File: src/rtl/pipediv_pkg.sv
// Shared types and width helpers for the pipelined restoring divider.
package pipediv_pkg;

    // Per-stage control flags. Packages cannot take parameters, so the
    // width-dependent fields are added around this struct in the top module.
    typedef struct packed {
        logic valid;  // stage holds an operation
        logic q_neg;  // quotient must be negated at the output
        logic r_neg;  // remainder must be negated at the output
        logic dbz;    // divisor was zero
        logic sgn;    // operation was signed
    } stage_ctl_t;

    // Partial remainder width: divisor shifted by up to DIVIDENDLEN-1 bits.
    function automatic int rem_w(input int dl, input int dvl);
        return dl + dvl - 1;
    endfunction

    // Trial-subtraction width: one extra bit to catch the borrow.
    function automatic int diff_w(input int dl, input int dvl);
        return rem_w(dl, dvl) + 1;
    endfunction

endpackage

File: src/rtl/divstage.sv
// One restoring-division step: resolves the quotient bit at BITPOS.
module divstage
    import pipediv_pkg::*;
#(
    parameter int DIVIDENDLEN = 16,
    parameter int DIVISORLEN  = 8,
    parameter int BITPOS      = 0
) (
    input  logic [rem_w(DIVIDENDLEN, DIVISORLEN)-1:0] rem_in,
    input  logic [DIVISORLEN-1:0]                     dvs,
    output logic [rem_w(DIVIDENDLEN, DIVISORLEN)-1:0] rem_out,
    output logic                                      qbit
);
    localparam int RW = rem_w(DIVIDENDLEN, DIVISORLEN);

    logic [RW-1:0]                                 shifted;
    logic [diff_w(DIVIDENDLEN, DIVISORLEN)-1:0]    diff;

    // Trial subtract; keep the difference only when it did not borrow.
    always_comb begin
        shifted = {{(DIVIDENDLEN-1){1'b0}}, dvs} << BITPOS;
        diff    = {1'b0, rem_in} - {1'b0, shifted};
        qbit    = ~diff[RW];
        rem_out = qbit ? diff[RW-1:0] : rem_in;
    end

endmodule

File: src/rtl/pipelinediv_hs.sv
// Fully pipelined signed/unsigned divider with valid/ready handshake.
// Stage 0 registers magnitudes, stages 1..DIVIDENDLEN each resolve one
// quotient bit, and the output registers apply the sign fix-up.
module pipelinediv_hs
    import pipediv_pkg::*;
#(
    parameter int DIVIDENDLEN = 16,
    parameter int DIVISORLEN  = 8,
    parameter int TAGLEN      = 4
) (
    input  logic                   clock,
    input  logic                   reset_n,
    input  logic                   in_valid,
    output logic                   in_ready,
    input  logic                   in_signed,
    input  logic [TAGLEN-1:0]      in_tag,
    input  logic [DIVIDENDLEN-1:0] dividend,
    input  logic [DIVISORLEN-1:0]  divisor,
    output logic                   out_valid,
    input  logic                   out_ready,
    output logic [DIVIDENDLEN-1:0] quotient,
    output logic [DIVISORLEN-1:0]  remainder,
    output logic                   out_div_by_zero,
    output logic [TAGLEN-1:0]      out_tag,
    output logic                   busy
);
    localparam int DL  = DIVIDENDLEN;
    localparam int DVL = DIVISORLEN;
    localparam int RW  = rem_w(DL, DVL);

    typedef struct packed {
        stage_ctl_t        ctl;
        logic [RW-1:0]     rem;
        logic [DVL-1:0]    dvs;
        logic [DL-1:0]     quo;
        logic [TAGLEN-1:0] tag;
    } stage_t;

    // pipe[0] is the input stage, pipe[k+1] holds the result of division step k.
    stage_t                  pipe [DL+1];
    stage_t                  in_stage;
    logic                    adv;
    logic [DL-1:0][RW-1:0]   rem_nxt;
    logic [DL-1:0]           qbit;
    logic                    dvd_neg;
    logic                    dvs_neg;
    logic [DL-1:0]           dvd_mag;
    logic [DVL-1:0]          dvs_mag;
    logic [DL-1:0]           q_fix;
    logic [DVL-1:0]          r_fix;
    logic                    unused_tail;

    // Single advance enable: the whole pipe moves only if the output can.
    assign adv      = !out_valid || out_ready;
    assign in_ready = adv;

    // Input conditioning: magnitudes and result signs.
    always_comb begin
        in_stage = '0;
        dvd_neg  = in_signed & dividend[DL-1];
        dvs_neg  = in_signed & divisor[DVL-1];
        dvd_mag  = dvd_neg ? -dividend : dividend;
        dvs_mag  = dvs_neg ? -divisor  : divisor;
        in_stage.ctl.valid = in_valid;
        in_stage.ctl.q_neg = dvd_neg ^ dvs_neg;
        in_stage.ctl.r_neg = dvd_neg;
        in_stage.ctl.dbz   = (divisor == '0);
        in_stage.ctl.sgn   = in_signed;
        in_stage.rem       = {{(DVL-1){1'b0}}, dvd_mag};
        in_stage.dvs       = dvs_mag;
        in_stage.tag       = in_tag;
    end

    for (genvar k = 0; k < DL; k++) begin : g_stage
        divstage #(
            .DIVIDENDLEN (DL),
            .DIVISORLEN  (DVL),
            .BITPOS      (DL-1-k)
        ) u_divstage (
            .rem_in  (pipe[k].rem),
            .dvs     (pipe[k].dvs),
            .rem_out (rem_nxt[k]),
            .qbit    (qbit[k])
        );
    end

    // Sign fix-up. A zero divisor forces all-ones; the remainder negation
    // then reproduces the raw dividend low bits in signed mode too.
    always_comb begin
        q_fix = pipe[DL].quo;
        if (pipe[DL].ctl.dbz)
            q_fix = '1;
        else if (pipe[DL].ctl.q_neg)
            q_fix = -pipe[DL].quo;
        r_fix = pipe[DL].rem[DVL-1:0];
        if (pipe[DL].ctl.r_neg)
            r_fix = -pipe[DL].rem[DVL-1:0];
    end

    // Fields of the last division stage that the output does not need.
    assign unused_tail = ^{pipe[DL].rem[RW-1:DVL], pipe[DL].dvs, pipe[DL].ctl.sgn};

    // Pipeline registers: all stages advance together or all hold.
    always_ff @(posedge clock) begin
        if (!reset_n) begin
            for (int i = 0; i <= DL; i++)
                pipe[i] <= '0;
            out_valid       <= 1'b0;
            quotient        <= '0;
            remainder       <= '0;
            out_div_by_zero <= 1'b0;
            out_tag         <= '0;
        end else if (adv) begin
            pipe[0] <= in_stage;
            for (int k = 0; k < DL; k++) begin
                pipe[k+1]             <= pipe[k];
                pipe[k+1].rem         <= rem_nxt[k];
                pipe[k+1].quo[DL-1-k] <= qbit[k];
            end
            out_valid       <= pipe[DL].ctl.valid;
            quotient        <= q_fix;
            remainder       <= r_fix;
            out_div_by_zero <= pipe[DL].ctl.dbz;
            out_tag         <= pipe[DL].tag;
        end
    end

    // Busy whenever any stage, including the output register, is occupied.
    always_comb begin
        busy = out_valid;
        for (int i = 0; i <= DL; i++)
            busy = busy | pipe[i].ctl.valid;
    end

endmodule

File: config.mk
export PLATFORM = sky130hd
export DESIGN_NAME = pipelinediv_hs
export DESIGN_NICKNAME = d
export VERILOG_FILES = /design/src/rtl/pipediv_pkg.sv /design/src/rtl/divstage.sv /design/src/rtl/pipelinediv_hs.sv
export SDC_FILE = /design/constraint.sdc
export NUM_CORES = 1
export LEC_CHECK = 0
export CORE_UTILIZATION = 60
export CTS_BUF_LIST = sky130_fd_sc_hd__clkbuf_2 sky130_fd_sc_hd__clkbuf_4 sky130_fd_sc_hd__clkbuf_8
export CTS_CLUSTER_DIAMETER = 60
export CTS_CLUSTER_SIZE = 8
export DETAILED_ROUTE_END_ITERATION = 16
export DONT_BUFFER_PORTS = 1
export PLACE_DENSITY_LB_ADDON = 0.05
export SYNTH_ARGS = -nofsm -noshare
export SYNTH_HDL_FRONTEND = slang
export SYNTH_SLANG_ARGS = --single-unit
File: constraint.sdc
create_clock -name clock -period 21.7 [get_ports clock]
set_input_delay 3.255 -clock clock [delete_from_list [all_inputs] [get_ports clock]]
set_output_delay 3.255 -clock clock [all_outputs]
set_load 0.03 [all_outputs]
==> flow_summary_export.csv, run 1 <==
group,metric,value,unit
status,outcome,"complete, no violations",
timing,finClkSkew,74.9,ps
synthesis,syn_area_per_cell,11.8,um^2
clock_network,htreeDepth,3,
clock_network,clock-sinks,799,
synthesis,synthTopCellsByArea,"edfxtp_1, and3_1, ha_1",
critical_path,critPathArrivalTime,3990,ps
timing,tns,0,ps
die,fp.dieArea,0.0659,mm^2
grt,grt_usage,0.228,
drt,drt-initial-drc-count,2298,
grt,antenna_found_initial,2,
drt,viasPerCell,6.02,
synthesis,synth_seq_cells,799,
worst_hold_path,min_path_cells,1,
timing,slew_headroom,0.0480,
synthesis,synthCells,3289,
worst_hold_path,holdPathEnd,"out_valid$_SDFFE_PN0P_",
clock_network,clkLatencyLatePin,750,ps
synthesis,ys.flop_type,"edfxtp_1",
final_layout,postLayoutCellArea,0.0415,mm^2
place,dpl.hpwl,47.2,mm
die,coreArea,0.0642,mm^2
critical_path,reg2reg_depth,5,
drt,drc,0,
synthesis,synth.top_cell.area_share,0.593,
worst_hold_path,hold_class,"register to register",
synthesis,syn_area,0.0389,mm^2
synthesis,yosysWarnings,0,
clock_network,hold_buffers,0,
clock_network,clockRootBuffer,"clkbuf_8",
critical_path,crit_type,"primary input to output port",
synthesis,synth_commonest_cells,"edfxtp_1, and3_1, nor2_1",
worst_hold_path,worstHoldStart,"pipe[16][55]$_SDFFCE_PN0P_",
die,num_rows,93,
power,ir_worst_vdd,0.0742,mV
grt,grt_max_degree,428,
synthesis,yosysSeqAreaShare,0.609,
synthesis,ys_types,81,
synthesis,synth_top_cell_by_area,"edfxtp_1",
grt,grt_pass1_vias,24500,
power,leakagePower,17.7,nW
clock_network,ctsResizeCount,0,
run,maxCapViolCount,0,
critical_path,r2r-start,"out_valid$_SDFFE_PN0P_",
critical_path,rrSetupSlack,17910,ps
clock_network,cts_setup_buffers,0,
place,io_buffers,0,
die,initial_utilization,0.606,
die,ios,65,
critical_path,cp-end-kind,"output port",
synthesis,async_flop_share,0,
clock_network,clkTransAtPathRegs,60,ps
timing,rsz0062_at_grt,"false",
timing,tightest_slew,1430,ps
place,placed_area,0.0396,mm^2
timing,setup_viol,0,
power,total_power,4.80,mW
final_layout,nNetsFinal,3433,
place,place.gp.congestion,0.894,
timing,hold_viol,0,
die,die_y,257,um
grt,grt_first_pass_wirelength,124,mm
final_layout,syn2layout_area_growth,6.64,%
critical_path,crit_fanout,136,
clock_network,cts_tree,"yes",
final_layout,drive_above_1_share,0.0699,
critical_path,critPathRequiredTime,18450,ps
final_layout,fin_util,0.646,
power,power_density,116,mW/mm^2
drt,first_pass_iters,6,
critical_path,r2r_end,"pipe[1][50]$_SDFFCE_PP0P_",
synthesis,synth_edf_count,769,
grt,globalRouteOverflowTotal,0,
critical_path,crit_path_start_kind,"primary input",
timing,drv_slew,0,
die,die_w,257,um
clock_network,numCtsBuffers,111,
timing,max_freq,0.138,GHz
drt,postRouteAntennaNets,0,
drt,routed_wl,75.4,mm
clock_network,clock_path_buffers,3,
timing,finalCritPeriodShare,0.334,
timing,period_needed,7240,ps
drt,vias,25100,
drt,wl_per_cell,18.1,um
synthesis,post-synth-top-count-cell,"edfxtp_1",
==> placed cells by master, fill, tap and decap left out, drive strengths merged, types with 56 or more instances in the layout <==
cell type  count
edfxtp       769
and3         407
nor2         332
nand2        184
inv          175
a21oi        152
clkbuf       146
ha           126
o21ai        115
xnor2         63
o21a          56
==> report_power, final <==
| part | total [mW] | internal, mW | switching [mW] |
|---|---|---|---|
| sequential | 2.06 | 1.92 | 0.138 |
| combinational | 1.66 | 0.689 | 0.967 |
| clock | 1.09 | 0.543 | 0.549 |
| total | 4.80 | 3.15 | 1.65 |
==> layout make-up <==
class | instances | area (um^2)
Sequential cell | 799 | 23700
Fill cell | 4832 | 22700
Multi-Input combinational cell | 2161 | 14000
Clock buffer | 146 | 1790
Tap cell | 855 | 1070
Inverter | 169 | 642
Timing Repair Buffer | 17 | 153
Clock inverter | 11 | 150
Antenna cell | 1 | 2.50
==> worst max-delay path: stages <==
cell	delay, ps
nor2b_1	30
buf_4	190
inv_8	510
==> per-stage QoR <==
step                      setup WS [ps]  cells  hold WS (ps)
after floorplan                     185   3291           454
after global placement            14460   4001           465
after detailed placement          14460   4001           487
after CTS                         14460   4158           509
after global routing              14390   4159           527
final                             14460   4159           498
==> worst max-delay path by stage <==
| stage | startpoint | end | slack (ps) |
|---|---|---|---|
| after floorplan | reset_n | pipe[0][0]$_SDFFCE_PN0P_ | 190 |
| after global placement | out_ready | in_ready | 14460 |
| after detailed placement | out_ready | in_ready | 14460 |
| after CTS | out_ready | in_ready | 14460 |
| after global routing | out_ready | in_ready | 14390 |
| final | out_ready | in_ready | 14460 |
==> cells by family (layout without fill, tap and decap cells) <==
logic type,count (synthesis),count (layout),share of synthesized area
AND/OR/NAND/NOR,1308,1308,0.179
buffers and inverters,331,343,0.0320
adder cells (fa/ha/maj),141,141,0.0482
XOR/XNOR,101,101,0.0227
flip-flops,799,799,0.609
multiplexers,57,57,0.0147
other,1,4,0.0000964
AO/OA/AOI/OAI,551,551,0.0946
==> layer usage <==
| metal | vias up | part of all wire | track usage |
|---|---|---|---|
| li1 | 12200 | - | - |
| met1 | 12100 | 0.45 | 0.310 |
| met2 | 648 | 0.48 | 0.369 |
| met3 | 144 | 0.055 | 0.0415 |
| met4 | 0 | 0.023 | 0.0817 |
| met5 | - | 0 | 0 |
==> state kept, by name (all words and copies together) (netlist names) <==
register	cells
out_div_by_zero	1
quotient	16
out_tag	4
remainder	8
out_valid	1
pipe	769
Power figures use the tool's default switching activity.
==> run 2, diff against run 1 <==
--- a/config.mk
+++ b/config.mk
@@ -5,7 +5,7 @@
 export SDC_FILE = /design/constraint.sdc
 export NUM_CORES = 1
 export LEC_CHECK = 0
-export CORE_UTILIZATION = 60
+export CORE_UTILIZATION = 64
 export CTS_BUF_LIST = sky130_fd_sc_hd__clkbuf_2 sky130_fd_sc_hd__clkbuf_4 sky130_fd_sc_hd__clkbuf_8
 export CTS_CLUSTER_DIAMETER = 60
 export CTS_CLUSTER_SIZE = 8
==> constraint.sdc (replaced) <==
create_clock -name clock -period 7.4 [get_ports clock]
set_input_delay 1.11 -clock clock [delete_from_list [all_inputs] [get_ports clock]]
set_output_delay 1.11 -clock clock [all_outputs]
set_load 0.03 [all_outputs]
==> flow_summary_export.csv, run 2 (same netlist as run 1, synthesis figures left out) <==
group,metric,value,unit
status,outcome,"complete, no violations",
drt,wl_per_cell,18.1,um
timing,drv_slew,0,
grt,grt_max_degree,428,
die,num_rows,90,
final_layout,fin_util,0.684,
drt,postRouteAntennaNets,0,
final_layout,top_regs,"pipe: 769 flops, quotient: 16 flops, remainder: 8 flops",
critical_path,slowest_delay,870,ps
critical_path,reg2reg_depth,8,
place,io_buffers,0,
timing,tns,0,ps
run,maxCapViolCount,0,
timing,setup_viol,0,
final_layout,largest_reg_flops,769,
clock_network,clkLatencyLatePin,720,ps
clock_network,clock-sinks,799,
critical_path,path_buf_inv,3,
critical_path,critPathRequiredTime,7840,ps
drt,vias,25000,
critical_path,cpMaxStageDelayCell,"buf_4",
final_layout,nFillCells,4331,
grt,antenna_found_initial,1,
worst_hold_path,holdPathEnd,"out_valid$_SDFFE_PN0P_",
critical_path,critPathArrivalTime,4110,ps
final_layout,drive_above_1_share,0.0631,
clock_network,clkTransAtPathRegs,60,ps
final_layout,final_cell_mix,"edfxtp_1, and3_1, nor2_1, nand2_1, inv_1",
die,die_w,249,um
critical_path,r2r-start,"out_valid$_SDFFE_PN0P_",
worst_hold_path,min_path_cells,1,
critical_path,crit_fanout,132,
clock_network,clockRootBuffer,"clkbuf_8",
grt,grt_usage,0.237,
place,place.gp.congestion,0.915,
clock_network,hold_buffers,0,
critical_path,crit_path_start_kind,"register",
timing,max_freq,0.272,GHz
clock_network,clock_path_buffers,3,
clock_network,ctsResizeCount,0,
die,die_y,249,um
critical_path,rrSetupSlack,3730,ps
clock_network,numCtsBuffers,110,
place,dpl.hpwl,46.7,mm
critical_path,cp-end-kind,"register",
timing,finClkSkew,30.9,ps
final_layout,top_register,"pipe",
power,leakagePower,17.6,nW
grt,grt_pass1_vias,24300,
timing,hold_viol,0,
final_layout,nNetsFinal,3432,
critical_path,path_cells,"nor2b_1 -> buf_4 -> inv_8 -> nand2_4 -> buf_4 -> nor3_1 -> o21ai_0 -> o21ai_0",
die,ios,65,
die,coreArea,0.0602,mm^2
drt,drt-initial-drc-count,2080,
clock_network,cts_setup_buffers,0,
clock_network,htreeDepth,3,
die,initial_utilization,0.646,
die,fp.dieArea,0.0618,mm^2
critical_path,r2r_end,"pipe[16][31]$_DFFE_PP_",
power,ir_worst_vdd,0.280,mV
worst_hold_path,worstHoldStart,"pipe[16][55]$_SDFFCE_PN0P_",
worst_hold_path,hold_class,"register to register",
drt,drc,0,
drt,routed_wl,73.7,mm
timing,finalCritPeriodShare,0.496,
critical_path,cp_top_family,"buffers and inverters",
power,power_density,336,mW/mm^2
final_layout,syn2layout_area_growth,5.94,%
timing,rsz0062_at_grt,"false",
clock_network,cts_tree,"yes",
drt,viasPerCell,6.16,
critical_path,crit_type,"register to register",
drt,first_pass_iters,5,
timing,slew_headroom,0.256,
grt,globalRouteOverflowTotal,0,
timing,tightest_slew,1120,ps
grt,grt_first_pass_wirelength,120,mm
final_layout,final_common_cell,"edfxtp_1",
timing,period_needed,3670,ps
## run 2: power by group
group | switching (mW) | internal (mW)
sequential | 0.416 | 5.62
clock | 1.52 | 1.45
combinational | 2.82 | 2.02
## run 2: through the flow
step	std cells	power, mW	hold slack (ps)	instance area, um^2	setup slack (ps)
3_3_place_gp	3928	10.7	485	39500	3270
4_1_cts	4060	13.9	464	41200	3770
3_5_place_dp	3928	10.9	481	39500	3250
5_1_grt	4061	14.7	473	41200	3440
2_1_floorplan	3291	9.82	454	38900	136
6_report	4062	13.9	499	41200	3730
## run 2: how the worst max path moves through the flow
stage                                 from                       end  slack (ps)  cells after the start
finish              out_valid$_SDFFE_PN0P_    pipe[16][31]$_DFFE_PP_        3730                      8
global route        out_valid$_SDFFE_PN0P_    pipe[16][31]$_DFFE_PP_        3440                      8
CTS                 out_valid$_SDFFE_PN0P_    pipe[16][31]$_DFFE_PP_        3770                      8
detailed placement               out_ready    pipe[16][31]$_DFFE_PP_        3250                      8
global placement                 out_ready    pipe[16][31]$_DFFE_PP_        3270                      8
floorplan                          reset_n  pipe[0][0]$_SDFFCE_PN0P_         140                      3
## run 2: final cells by class
| class | instances | area [um^2] | share of cell area |
|---|---|---|---|
| antenna | 2 | 5.00 | 0.000121 |
| clock buffer | 123 | 1620 | 0.0392 |
| clock inverter | 9 | 116 | 0.00282 |
| inverter | 169 | 642 | 0.0156 |
| multi-input combinational | 2161 | 14000 | 0.340 |
| sequential | 799 | 23700 | 0.575 |
| tap | 782 | 978 | 0.0237 |
| timing repair buffer | 17 | 165 | 0.00401 |
## run 2: layer usage
layer / track usage / wire length [um]
met2: 0.400 / 36100
met3: 0.0428 / 3920
met4: 0.0862 / 2240
met1: 0.307 / 31400
met5: 0 / 0
==> variant: new RTL, config.mk and constraints of run 2 <==
Add an input register stage for `dividend` and `divisor`, cleared by the reset; this delays them by one clock. The other inputs are not delayed to match.
--- a/src/rtl/pipelinediv_hs.sv
+++ b/src/rtl/pipelinediv_hs.sv
@@ -36,6 +36,19 @@
         logic [TAGLEN-1:0] tag;
     } stage_t;
 
+    logic [DIVIDENDLEN-1:0] dividend_q;
+    logic [DIVISORLEN-1:0] divisor_q;
+
+    always_ff @(posedge clock) begin
+        if (!reset_n) begin
+            dividend_q <= '0;
+            divisor_q  <= '0;
+        end else begin
+            dividend_q <= dividend;
+            divisor_q  <= divisor;
+        end
+    end
+
     // pipe[0] is the input stage, pipe[k+1] holds the result of division step k.
     stage_t                  pipe [DL+1];
     stage_t                  in_stage;
@@ -57,14 +70,14 @@
     // Input conditioning: magnitudes and result signs.
     always_comb begin
         in_stage = '0;
-        dvd_neg  = in_signed & dividend[DL-1];
-        dvs_neg  = in_signed & divisor[DVL-1];
-        dvd_mag  = dvd_neg ? -dividend : dividend;
-        dvs_mag  = dvs_neg ? -divisor  : divisor;
+        dvd_neg  = in_signed & dividend_q[DL-1];
+        dvs_neg  = in_signed & divisor_q[DVL-1];
+        dvd_mag  = dvd_neg ? -dividend_q : dividend_q;
+        dvs_mag  = dvs_neg ? -divisor_q : divisor_q;
         in_stage.ctl.valid = in_valid;
         in_stage.ctl.q_neg = dvd_neg ^ dvs_neg;
         in_stage.ctl.r_neg = dvd_neg;
-        in_stage.ctl.dbz   = (divisor == '0);
+        in_stage.ctl.dbz   = (divisor_q == '0);
         in_stage.ctl.sgn   = in_signed;
         in_stage.rem       = {{(DVL-1){1'b0}}, dvd_mag};
         in_stage.dvs       = dvs_mag;
Function: not settled (the Yosys comparison gave no result); the edit may change what the design does.
==> variant against run 2 <==
Setup slack lost 480 ps; largest power group unchanged; final cell count grew 0.47%; power is 2.0% lower; global-route usage is 2.5 points lower; cell area rose by 0.80%; area after synthesis up 0.24%; sequential cell count up 24; critical path type is now flop to output port; synthesized cell count is 0.27% lower; routed wire length down 11%.
==> variant: results (changes against run 2) <==
RD Place Congestion: 0.8667 (-5.2%)
Largest net degree at the start of global routing: 452 (+5.6%)
PostCTS Resize Cnt: 0 (unchanged)
Hpwl dp: 39990 microns (-14%)
Distinct cell type count after synthesis: 78 (-3.7%)
Critical path data arrival time: 3040 ps (-1070 ps)
Via count: 24250 (-3.0%)
Post CTS Setup Buffer Count: 0 (unchanged)
Inst Count DP: 3908 (-0.51%)
Antenna-violating nets left: 0 (unchanged)
CTS Hold Buffers Added: 0 (unchanged)
CTS Buf Count: 112 (+1.8%)
Final wirelength: 65830 microns (-11%)
GRT Resource Usage Total: 0.2116 (-0.02500)
Placed inst area: 39540 sq um (+0.13%)
Outcome: completed
Synth Warn #: 0 (unchanged)
Pre-CTS setup slack: 3566 ps (+313.7 ps)
Synth top area cells: edfxtp_1, and3_1, ha_1
Layout cell share with drive strength beyond 1: 0.07158 (+0.008432)
PortBufs: 0 (unchanged)
Clock buffer depth: 3 (unchanged)
Slew at the pin closest to its max-slew limit: 1209 ps (+92.46 ps)
First-pass detailed-route iteration total: 5 (unchanged)
LEAKAGE: 0.01783 uW (+1.1%)
Max VDD drop: 0.1927 mV (-31%)
Final instance count without filler cells: 4081 (+0.47%)
Biggest regs: pipe (769), dividend_q (16), quotient (16)
Sequential share of the synthesized area: 0.6196 (+0.01085)
# nets final: 3414 (-0.52%)
Initial antenna violation count: 1 (unchanged)
Critical path peak fanout: 261 (+98%)
First-pass GRT wire length: 110100 microns (-8.2%)
CTS root buf: clkbuf_8
Synth Flop Type: edfxtp_1
Clock latency reported for the late side of the worst-skew pair: 720 ps (about the same)
Clock slew seen by the registers of the worst setup and hold paths: 60 ps (about the same)
Cell depth of the worst flop-to-flop path: 7 (-1)
Initial DRC count: 1614 (-22%)
Synth cell count leaders: edfxtp_1, and3_1, nor2_1
Worst Skew: 48.29 ps (+17.43 ps)
H-tree depth: 3 (unchanged)
Hold crit path type: flop to flop
Post-Syn Instances: 3280 (-0.27%)
==> variant: cell types whose count changed after synthesis, sizes merged, moves of 9 or more <==
cell	run 2	this run
nand2	184	155
nor2	332	387
a21oi	152	134
nor3	54	72
or4	49	24
o31a	31	10
dfxtp	30	54
nand3	43	52
mux2i	55	30
and2	15	36
o21ai	115	84
or3	50	40
xnor2	63	102
o21a	56	26
==> variant: final timing paths <==
path                         startpoint                    endpoint  slack [ps]
min reg2reg  pipe[16][55]$_SDFFCE_PN0P_      out_valid$_SDFFE_PN0P_         500
max              out_valid$_SDFFE_PN0P_                    in_ready        3250
max reg2reg      out_valid$_SDFFE_PN0P_  pipe[13][46]$_SDFFCE_PN0P_        4090
min          pipe[16][55]$_SDFFCE_PN0P_      out_valid$_SDFFE_PN0P_         500
==> variant: cell type report <==
cell class	count	area, sq um
clock buffer	165	1946
antenna	2	5.005
clock inverter	6	70.07
inverter	173	656.9
tap	782	978.4
multi-input combinational	2118	13580
fill	4191	18680
timing repair buffer	12	152.6
sequential	823	24170
==> variant: report_power, final <==
part           total (uW)  internal, uW  switching (uW)
Sequential           6010          5680             326
Clock                3260          1660            1600
Combinational        4310          1750            2560
Total               13600          9100            4480
==> variant: logic make-up after synthesis <==
group           Yosys count  synth area share
other cells               1        0.00009612
xor+xnor                145           0.03255
simple gates           1349            0.1820
buf+inv                 341           0.03323
mux                      30          0.007697
fa+ha+maj               141           0.04811
compound gates          450           0.07665
flops                   823            0.6196
==> variant: critical path, cell delays in order, from the launching register on <==
cell and delay, ps:
dfxtp_1 410, nor2b_2 200, buf_4 210, inv_8 480
buf_12 630
==> variant: layer usage <==
metal,global-route usage,share of wire,vias to the layer above
li1,-,-,11920
met1,0.2294,0.39,11650
met2,0.4028,0.55,511
met3,0.03626,0.036,169
met4,0.09068,0.030,0
met5,0,0,-
